File: src/rtl/perf_report_uart_if.sv
// Report bus between the phase controller and the UART report block.
interface perf_report_uart_if;
  logic [31:0] counter1;
  logic [31:0] counter2;
  logic        stop1;
  logic        stop2;
  logic        tx;
  logic        busy;
  logic        done;

  modport master (output counter1, counter2, stop1, stop2, input tx, busy, done);
  modport slave  (input counter1, counter2, stop1, stop2, output tx, busy, done);
endinterface

File: src/rtl/perf_report_uart.sv
// Sends a 9-byte report frame (header + two 32-bit phase counts, MSB byte first)
// over an 8N1 UART once both phases have completed.
module perf_report_uart #(
  parameter int unsigned CLKS_PER_BIT = 868,
  parameter logic [7:0]  HEADER       = 8'hA5
) (
  input logic              clk,
  input logic              reset,
  perf_report_uart_if.slave bus
);
  localparam int unsigned          BAUD_W    = $clog2(CLKS_PER_BIT);
  localparam logic [BAUD_W-1:0]    BAUD_LAST = BAUD_W'(CLKS_PER_BIT - 1);
  localparam logic [3:0]           LAST_BYTE = 4'd8;

  localparam logic [1:0] IDLE      = 2'd0;
  localparam logic [1:0] START_BIT = 2'd1;
  localparam logic [1:0] DATA_BITS = 2'd2;
  localparam logic [1:0] STOP_BIT  = 2'd3;

  logic [1:0]        state, state_d;
  logic [BAUD_W-1:0] baud_cnt, baud_cnt_d;
  logic [2:0]        bit_idx, bit_idx_d;
  logic [3:0]        byte_idx, byte_idx_d;
  logic [31:0]       c1_q, c1_d;
  logic [31:0]       c2_q, c2_d;
  logic              stop2_q;
  logic              tx_q, tx_d;
  logic              busy_q, busy_d;
  logic              done_q, done_d;
  logic [7:0]        cur_byte;
  logic [2:0]        bit_next;
  logic              baud_end;
  logic              trigger;

  assign bus.tx   = tx_q;
  assign bus.busy = busy_q;
  assign bus.done = done_q;

  assign baud_end = (baud_cnt == BAUD_LAST);
  assign bit_next = bit_idx + 3'd1;
  assign trigger  = bus.stop2 & ~stop2_q & bus.stop1 & (state == IDLE);

  // Byte currently on the wire, selected from the frozen shadow copies.
  always_comb begin
    cur_byte = HEADER;
    case (byte_idx)
      4'd0:    cur_byte = HEADER;
      4'd1:    cur_byte = c1_q[31:24];
      4'd2:    cur_byte = c1_q[23:16];
      4'd3:    cur_byte = c1_q[15:8];
      4'd4:    cur_byte = c1_q[7:0];
      4'd5:    cur_byte = c2_q[31:24];
      4'd6:    cur_byte = c2_q[23:16];
      4'd7:    cur_byte = c2_q[15:8];
      default: cur_byte = c2_q[7:0];
    endcase
  end

  // Next-state and next-output logic; tx_d is the level for the next cycle.
  always_comb begin
    state_d    = state;
    baud_cnt_d = baud_cnt;
    bit_idx_d  = bit_idx;
    byte_idx_d = byte_idx;
    c1_d       = c1_q;
    c2_d       = c2_q;
    tx_d       = 1'b1;
    done_d     = 1'b0;

    case (state)
      IDLE: begin
        if (trigger) begin
          state_d    = START_BIT;
          baud_cnt_d = '0;
          bit_idx_d  = '0;
          byte_idx_d = '0;
          c1_d       = bus.counter1;
          c2_d       = bus.counter2;
          tx_d       = 1'b0;
        end
      end
      START_BIT: begin
        tx_d = 1'b0;
        if (baud_end) begin
          state_d    = DATA_BITS;
          baud_cnt_d = '0;
          bit_idx_d  = '0;
          tx_d       = cur_byte[0];
        end else begin
          baud_cnt_d = baud_cnt + BAUD_W'(1);
        end
      end
      DATA_BITS: begin
        tx_d = cur_byte[bit_idx];
        if (baud_end) begin
          baud_cnt_d = '0;
          if (bit_idx == 3'd7) begin
            state_d = STOP_BIT;
            tx_d    = 1'b1;
          end else begin
            bit_idx_d = bit_next;
            tx_d      = cur_byte[bit_next];
          end
        end else begin
          baud_cnt_d = baud_cnt + BAUD_W'(1);
        end
      end
      default: begin
        tx_d = 1'b1;
        if (baud_end) begin
          baud_cnt_d = '0;
          if (byte_idx == LAST_BYTE) begin
            state_d    = IDLE;
            byte_idx_d = '0;
            done_d     = 1'b1;
          end else begin
            state_d    = START_BIT;
            byte_idx_d = byte_idx + 4'd1;
            tx_d       = 1'b0;
          end
        end else begin
          baud_cnt_d = baud_cnt + BAUD_W'(1);
        end
      end
    endcase

    busy_d = (state_d != IDLE);
  end

  // stop2_q resets high so a level held through reset is not seen as an edge.
  always_ff @(posedge clk) begin
    if (reset) begin
      state    <= IDLE;
      baud_cnt <= '0;
      bit_idx  <= '0;
      byte_idx <= '0;
      c1_q     <= '0;
      c2_q     <= '0;
      stop2_q  <= 1'b1;
      tx_q     <= 1'b1;
      busy_q   <= 1'b0;
      done_q   <= 1'b0;
    end else begin
      state    <= state_d;
      baud_cnt <= baud_cnt_d;
      bit_idx  <= bit_idx_d;
      byte_idx <= byte_idx_d;
      c1_q     <= c1_d;
      c2_q     <= c2_d;
      stop2_q  <= bus.stop2;
      tx_q     <= tx_d;
      busy_q   <= busy_d;
      done_q   <= done_d;
    end
  end
endmodule

File: src/flat_wrapper.sv
// flat-port wrapper written by rule: the top's interface ports become plain ports
module perf_report_uart_flat 
#(
  parameter int unsigned CLKS_PER_BIT = 868,
  parameter logic [7:0]  HEADER       = 8'hA5
)
  (clk, reset, bus_counter1, bus_counter2, bus_stop1, bus_stop2, bus_tx, bus_busy, bus_done);
  perf_report_uart_if bus_i ();
  input logic clk;
  input logic reset;
  input wire logic [$bits(bus_i.counter1)-1:0] bus_counter1;
  input wire logic [$bits(bus_i.counter2)-1:0] bus_counter2;
  input wire logic [$bits(bus_i.stop1)-1:0] bus_stop1;
  input wire logic [$bits(bus_i.stop2)-1:0] bus_stop2;
  output wire logic [$bits(bus_i.tx)-1:0] bus_tx;
  output wire logic [$bits(bus_i.busy)-1:0] bus_busy;
  output wire logic [$bits(bus_i.done)-1:0] bus_done;
  assign bus_i.counter1 = bus_counter1;
  assign bus_i.counter2 = bus_counter2;
  assign bus_i.stop1 = bus_stop1;
  assign bus_i.stop2 = bus_stop2;
  assign bus_tx = bus_i.tx;
  assign bus_busy = bus_i.busy;
  assign bus_done = bus_i.done;
  perf_report_uart #(.CLKS_PER_BIT(CLKS_PER_BIT), .HEADER(HEADER)) u_core (.clk(clk), .reset(reset), .bus(bus_i));
endmodule
File: config.mk
export PLATFORM = sky130hd
export DESIGN_NAME = perf_report_uart_flat
export DESIGN_NICKNAME = d
export VERILOG_FILES = /design/src/rtl/perf_report_uart_if.sv /design/src/rtl/perf_report_uart.sv /design/src/flat_wrapper.sv
export SDC_FILE = /design/constraint.sdc
export NUM_CORES = 1
export LEC_CHECK = 0
export CAP_MARGIN = 20
export CORE_ASPECT_RATIO = 1.1
export CORE_MARGIN = 3
export CORE_UTILIZATION = 48
export CTS_CLUSTER_SIZE = 12
export DETAILED_ROUTE_END_ITERATION = 6
export PLACE_DENSITY = 0.8
export SYNTH_ARGS = -nofsm -noshare
export SYNTH_HDL_FRONTEND = slang
export SYNTH_SLANG_ARGS = --single-unit
File: constraint.sdc
create_clock -name clk -period 2.5 [get_ports clk]
set_input_delay 0.25 -clock clk [delete_from_list [all_inputs] [get_ports clk]]
set_output_delay 0.25 -clock clk [all_outputs]
set_load 0.01 [all_outputs]
# Yosys cells after proc, flatten, opt, wreduce, memory -nomap -nowiden
# Index checks and enable logic that the tools add are counted.
[classes]
addsub = 3
n_lt_le_gt_ge = 2
eq_ne = 16
n_mux = 31
bitwise_logic = 6
n_reduce_logical = 10
[op_table]
columns = ["cell", "count"]
rows = [
  ["$pmux 8 s8", 1],
  ["$mux 10", 3],
  ["$eq 4x3->1 const B", 4],
  ["$mux 3", 4],
  ["$mux 4", 3],
  ["$add 10x1->10 const B", 1],
  ["$eq 10x10->1 const B", 1],
  ["$mux 2", 5],
  ["$mux 1", 9],
  ["$pmux 3 s3", 1],
  ["$eq 4x2->1 const B", 2],
  ["$lt 3x4->1 const B", 2],
  ["$pmux 4 s2", 1],
  ["$bmux 1 s3", 2],
  ["$ne 2x1->1 const B", 3],
  ["$pmux 2 s3", 1],
  ["$reduce_and 5->1", 1],
  ["$reduce_or 5->1", 1],
  ["$add 4x1->4 const B", 1],
  ["$eq 4x1->1 const B", 1],
  ["$eq 4x4->1 const B", 1],
  ["$logic_not 4->1", 1],
  ["$reduce_bool 2->1", 2],
  ["$add 3x1->3 const B", 1],
  ["other kinds (12)", 16],
]
[word_totals]
regBits = 87
out_inout_bits = 3
wordCells = 78

# Longest topological paths before layout
[logic_depth]
word_depth = 7
depth_mapped = 11

# Worst setup path after synthesis
# Ideal clock, no wire load.
[synth_timing]
path_kind = "reg-to-reg"
startpoint = "reg u_core.byte_idx[1]"
endpoint = "reg u_core.tx_q (netlist: u_core.bus.tx)"
setup_time_ps = 136
arrival_time_ps = 2279
t_required_ps = 2364
setup_slack_ps = 86
stages_incl_launch_ff = 12
cell_sequence = "dfxtp_1 > inv_1 > ha_1 > buf_2 > or4_1 > buf_2 > nand2_1 > o21ai_1 > a221oi_1 > a21oi_1 > a221oi_2 > a311oi_1"
[synth_between]
elab_chain_cells = 7
word_cells_on_any_way = 20
cone_classes = "eq/ne: 8; mux: 11; reduce/logical: 1"
[synth_lines]
columns = ["item", "line_no", "rtl"]
rows = [
  ["start, declared", "perf_report_uart.sv:23", "logic [3:0] byte_idx, byte_idx_d;"],
  ["start signal, assigned", "perf_report_uart.sv:147", "byte_idx <= byte_idx_d;"],
  ["$eq 4x3->1 (tied with other cells)", "perf_report_uart.sv:46", "case (byte_idx)"],
  ["$pmux 8 s8", "perf_report_uart.sv:46", ""],
  ["$bmux 1 s3", "perf_report_uart.sv:102", "tx_d = cur_byte[bit_next];"],
  ["$mux 1 (implied by the code)", "perf_report_uart.sv:102", ""],
  ["$mux 1", "perf_report_uart.sv:97", "if (bit_idx == 3'd7) begin"],
  ["$mux 1", "perf_report_uart.sv:95", "if (baud_end) begin"],
  ["$pmux 1 s3 (*)", "perf_report_uart.sv:70", "case (state)"],
  ["end signal, assigned", "perf_report_uart.sv:151", "tx_q <= tx_d;"],
  ["end, declared", "perf_report_uart.sv:27", "logic tx_q, tx_d;"],
]
# Mark *: on every way between the ends. The rest lies on a longest branch, timed or not. The select of a mux whose other input is x is not followed.
# A chain may end at the register's enable or synchronous reset.

# Worst setup path after layout
# Same ends and word-level chain as after synthesis.

==> results.py <==
metrics = {
    "min_path": {
        "holdPathStages": 3,
        "holdCritStartpoint": "bus_counter2[31]",
        "min_to": "u_core.c2_q[31]",
        "holdCritPathClass": "input port to register",
    },
    "sta": {
        "slew_violations": 0,
        "finClkSkew_ps": 15.6,
        "period_minus_slack_ps": 2400,
        "fmax_mhz": 416,
        "period_share": 0.962,
        "rsz0062_at_grt": "yes",
        "setup_viol": 0,
        "tightestPinTransition_ps": 794,
        "slew_headroom": 0.471,
        "setup_tns_ps": 0,
        "hold_viol_final": 0,
    },
    "clock_tree": {
        "cts_max_level": 3,
        "cts.sinks": 87,
        "cts_hold_buf": 0,
        "cts-root-buf": "clkbuf_8",
        "clk_pin_slew_ps": 100,
        "clock_path_buffers": 2,
        "postCtsSetupBuffers": 0,
        "clkLatencyLatePin_ps": 350,
        "cts_tree": "done",
        "numCtsBuffers": 9,
    },
    "die": {
        "top_level_ports": 71,
        "die_h_um": 103,
        "coreArea_um2": 8130,
        "die_x_um": 94.4,
        "row_count": 34,
        "die_area_um2": 9740,
        "initial_core_util": 0.507,
    },
    "global_routing": {
        "antenna_found_initial": 0,
        "grt_pass1_wl_mm": 17.6,
        "grtUsageTotal": 0.229,
        "grt.overflow.total": 0,
        "grt_pass1_vias": 3669,
        "grt_max_degree": 65,
    },
    "setup_path": {
        "critPathMaxFanout": 10,
        "crit_required_ps": 2720,
        "critPathLaunchType": "register",
        "crit_arrival_ps": 2630,
        "crit_type": "register to register",
        "r2r_slack_ps": 100,
        "rr_worst_depth": 10,
        "reg2reg_from": "u_core.byte_idx[1]",
        "end_kind": "register",
        "timing.rr.end": "u_core.bus.tx",
    },
    "pwr": {
        "power_density_nw_per_um2": 495,
        "leakage_uw": 0.00173,
        "vdd_ir_drop_max_uv": 272,
    },
    "status": {
        "status": "complete, no violations",
    },
    "detailed_routing": {
        "antenna_left": 0,
        "drc": 0,
        "initialDrtViolationCount": 265,
        "drt_first_pass_iters": 5,
        "num_vias": 4025,
        "wl_per_cell_um": 15.4,
        "routed_wl_mm": 11.0,
        "vias_per_cell": 5.65,
    },
    "cells_and_area": {
        "layout-drive-gt1-share": 0.0959,
        "num-fill-cells": 703,
        "final_area_um2": 5130,
        "nets": 679,
        "syn_to_final_growth_pct": 24.6,
        "fin_util": 0.632,
        "antennaDiodeCount": 0,
    },
    "logic_synthesis": {
        "synth.distinct_cells": 54,
        "synth_area_leaders": "dfxtp_1 42%, nand2_1 14%, a21oi_1 11%",
        "yosysMostFrequentCell": "nand2_1",
        "synth_seq_cells": 87,
        "synth.largest_area_cell": "dfxtp_1",
        "syn_nets": 621,
        "netlist.area_leader.share": 0.423,
        "ys.flop_type": "dfxtp_1",
        "ys_seq_area_frac": 0.423,
        "async_reset_ff_frac": 0,
        "synth_cells": 542,
        "syn_area_um2": 4120,
        "synth_area_per_cell_um2": 7.60,
        "synth_edf_count": 0,
        "ys_warn_count": 0,
        "synth_common_cells": "157 x nand2_1, 88 x a21oi_1, 87 x dfxtp_1, 31 x nor2_1, 23 x clkbuf_1",
    },
    "placed_design": {
        "place_congestion": 0.916,
        "place_area_um2": 4910,
        "dp_hpwl_mm": 8.03,
        "io_buffer_count": 70,
    },
    "run": {
        "maxCapViolations": 0,
    },
}
## cells by family (layout without fill, tap and decap cells)
family / count (synthesis) / after routing / synth area share
compound gates: 158 / 158 / 0.236
fa+ha+maj: 11 / 11 / 0.0334
buf+inv: 49 / 112 / 0.0528
flops: 87 / 87 / 0.423
mux: 4 / 4 / 0.0100
simple gates: 233 / 233 / 0.245
## per-stage QoR
step                      total power, uW  setup slack (ps)  cells  hold WS [ps]
after floorplan                      1550              85.9    542           320
after global placement               1670              32.0    697           446
after detailed placement             1680             -57.9    697           448
after CTS                            2560              19.1    713           426
after global routing                 2640             -61.1    713           417
final                                2540              96.2    713           431
## how the worst max path moves through the flow
| stage | startpoint | endpoint | cells after the start |
|---|---|---|---|
| 2_1_floorplan | u_core.byte_idx[1] | u_core.bus.tx | 11 |
| 3_3_place_gp | u_core.byte_idx[1] | u_core.bus.tx | 9 |
| 3_5_place_dp | u_core.byte_idx[0] | u_core.bus.tx | 9 |
| 4_1_cts | u_core.byte_idx[1] | u_core.bus.tx | 10 |
| 5_1_grt | u_core.byte_idx[1] | u_core.bus.tx | 10 |
| 6_report | u_core.byte_idx[1] | u_core.bus.tx | 10 |
## final cells by class
class	instances	area (um^2)	share of cell area
clock inverters	6	51.3	0.00999
well taps	108	135	0.0263
flip-flops and latches	87	1750	0.340
multi-input cells	406	2210	0.430
repair buffers	86	828	0.161
clock buffers	10	128	0.0249
inverters	10	37.5	0.00731
## per-layer routing
layer,wire [um],share of wire,vias up,GRT usage
met5,0,0,-,0
met3,589,0.054,20,0.0478
met4,235,0.021,0,0.0722
met1,4850,0.44,1885,0.299
met2,5310,0.48,120,0.381
li1,-,-,2000,-
## power by group
group          switching [uW]  internal (uW)  total, uW
sequential               18.1           1410       1430
clock                     520            376        896
combinational            93.8            126        220
total                     632           1910       2540
## critical path, cell delays in order (launching register included)
cell,delay [ps]
dfxtp_2,380
inv_1,90
ha_1,220
buf_4,190
a221oi_1,290
a21oi_1,100
a211o_1,310
a221oi_2,250
a21oi_1,90
a221oi_2,290
a311oi_1,70
## repair_timing
action	4_1_cts	5_1_grt
endpoints found under the setup margin	1	9
resized for setup	1	14
pin swaps	0	5
cloned	0	0
## flip-flops by register name, indices dropped and copies added, names as in the netlist
register         flops
u_core.bus.done      1
u_core.baud_cnt     10
u_core.bus.tx        1
u_core.state         2
u_core.bus.busy      1
u_core.c2_q         32
u_core.byte_idx      4
u_core.bit_idx       3
u_core.c1_q         32
u_core.stop2_q       1
## placed cells by master, fill, tap and decap left out, types with 5 or more instances in the layout
master | Yosys | routed
clkbuf_8 | 1 | 9
a21oi_1 | 88 | 88
nand3_1 | 10 | 10
dfxtp_1 | 87 | 85
nand2_1 | 157 | 155
o21ai_0 | 17 | 15
inv_1 | 10 | 10
a22oi_1 | 8 | 8
nor3_1 | 7 | 7
clkdlybuf4s50_1 | 0 | 69
nor2_1 | 31 | 28
ha_1 | 11 | 11
buf_4 | 0 | 15
a222oi_1 | 5 | 5
Note: power is estimated with default switching activity, not from simulation.
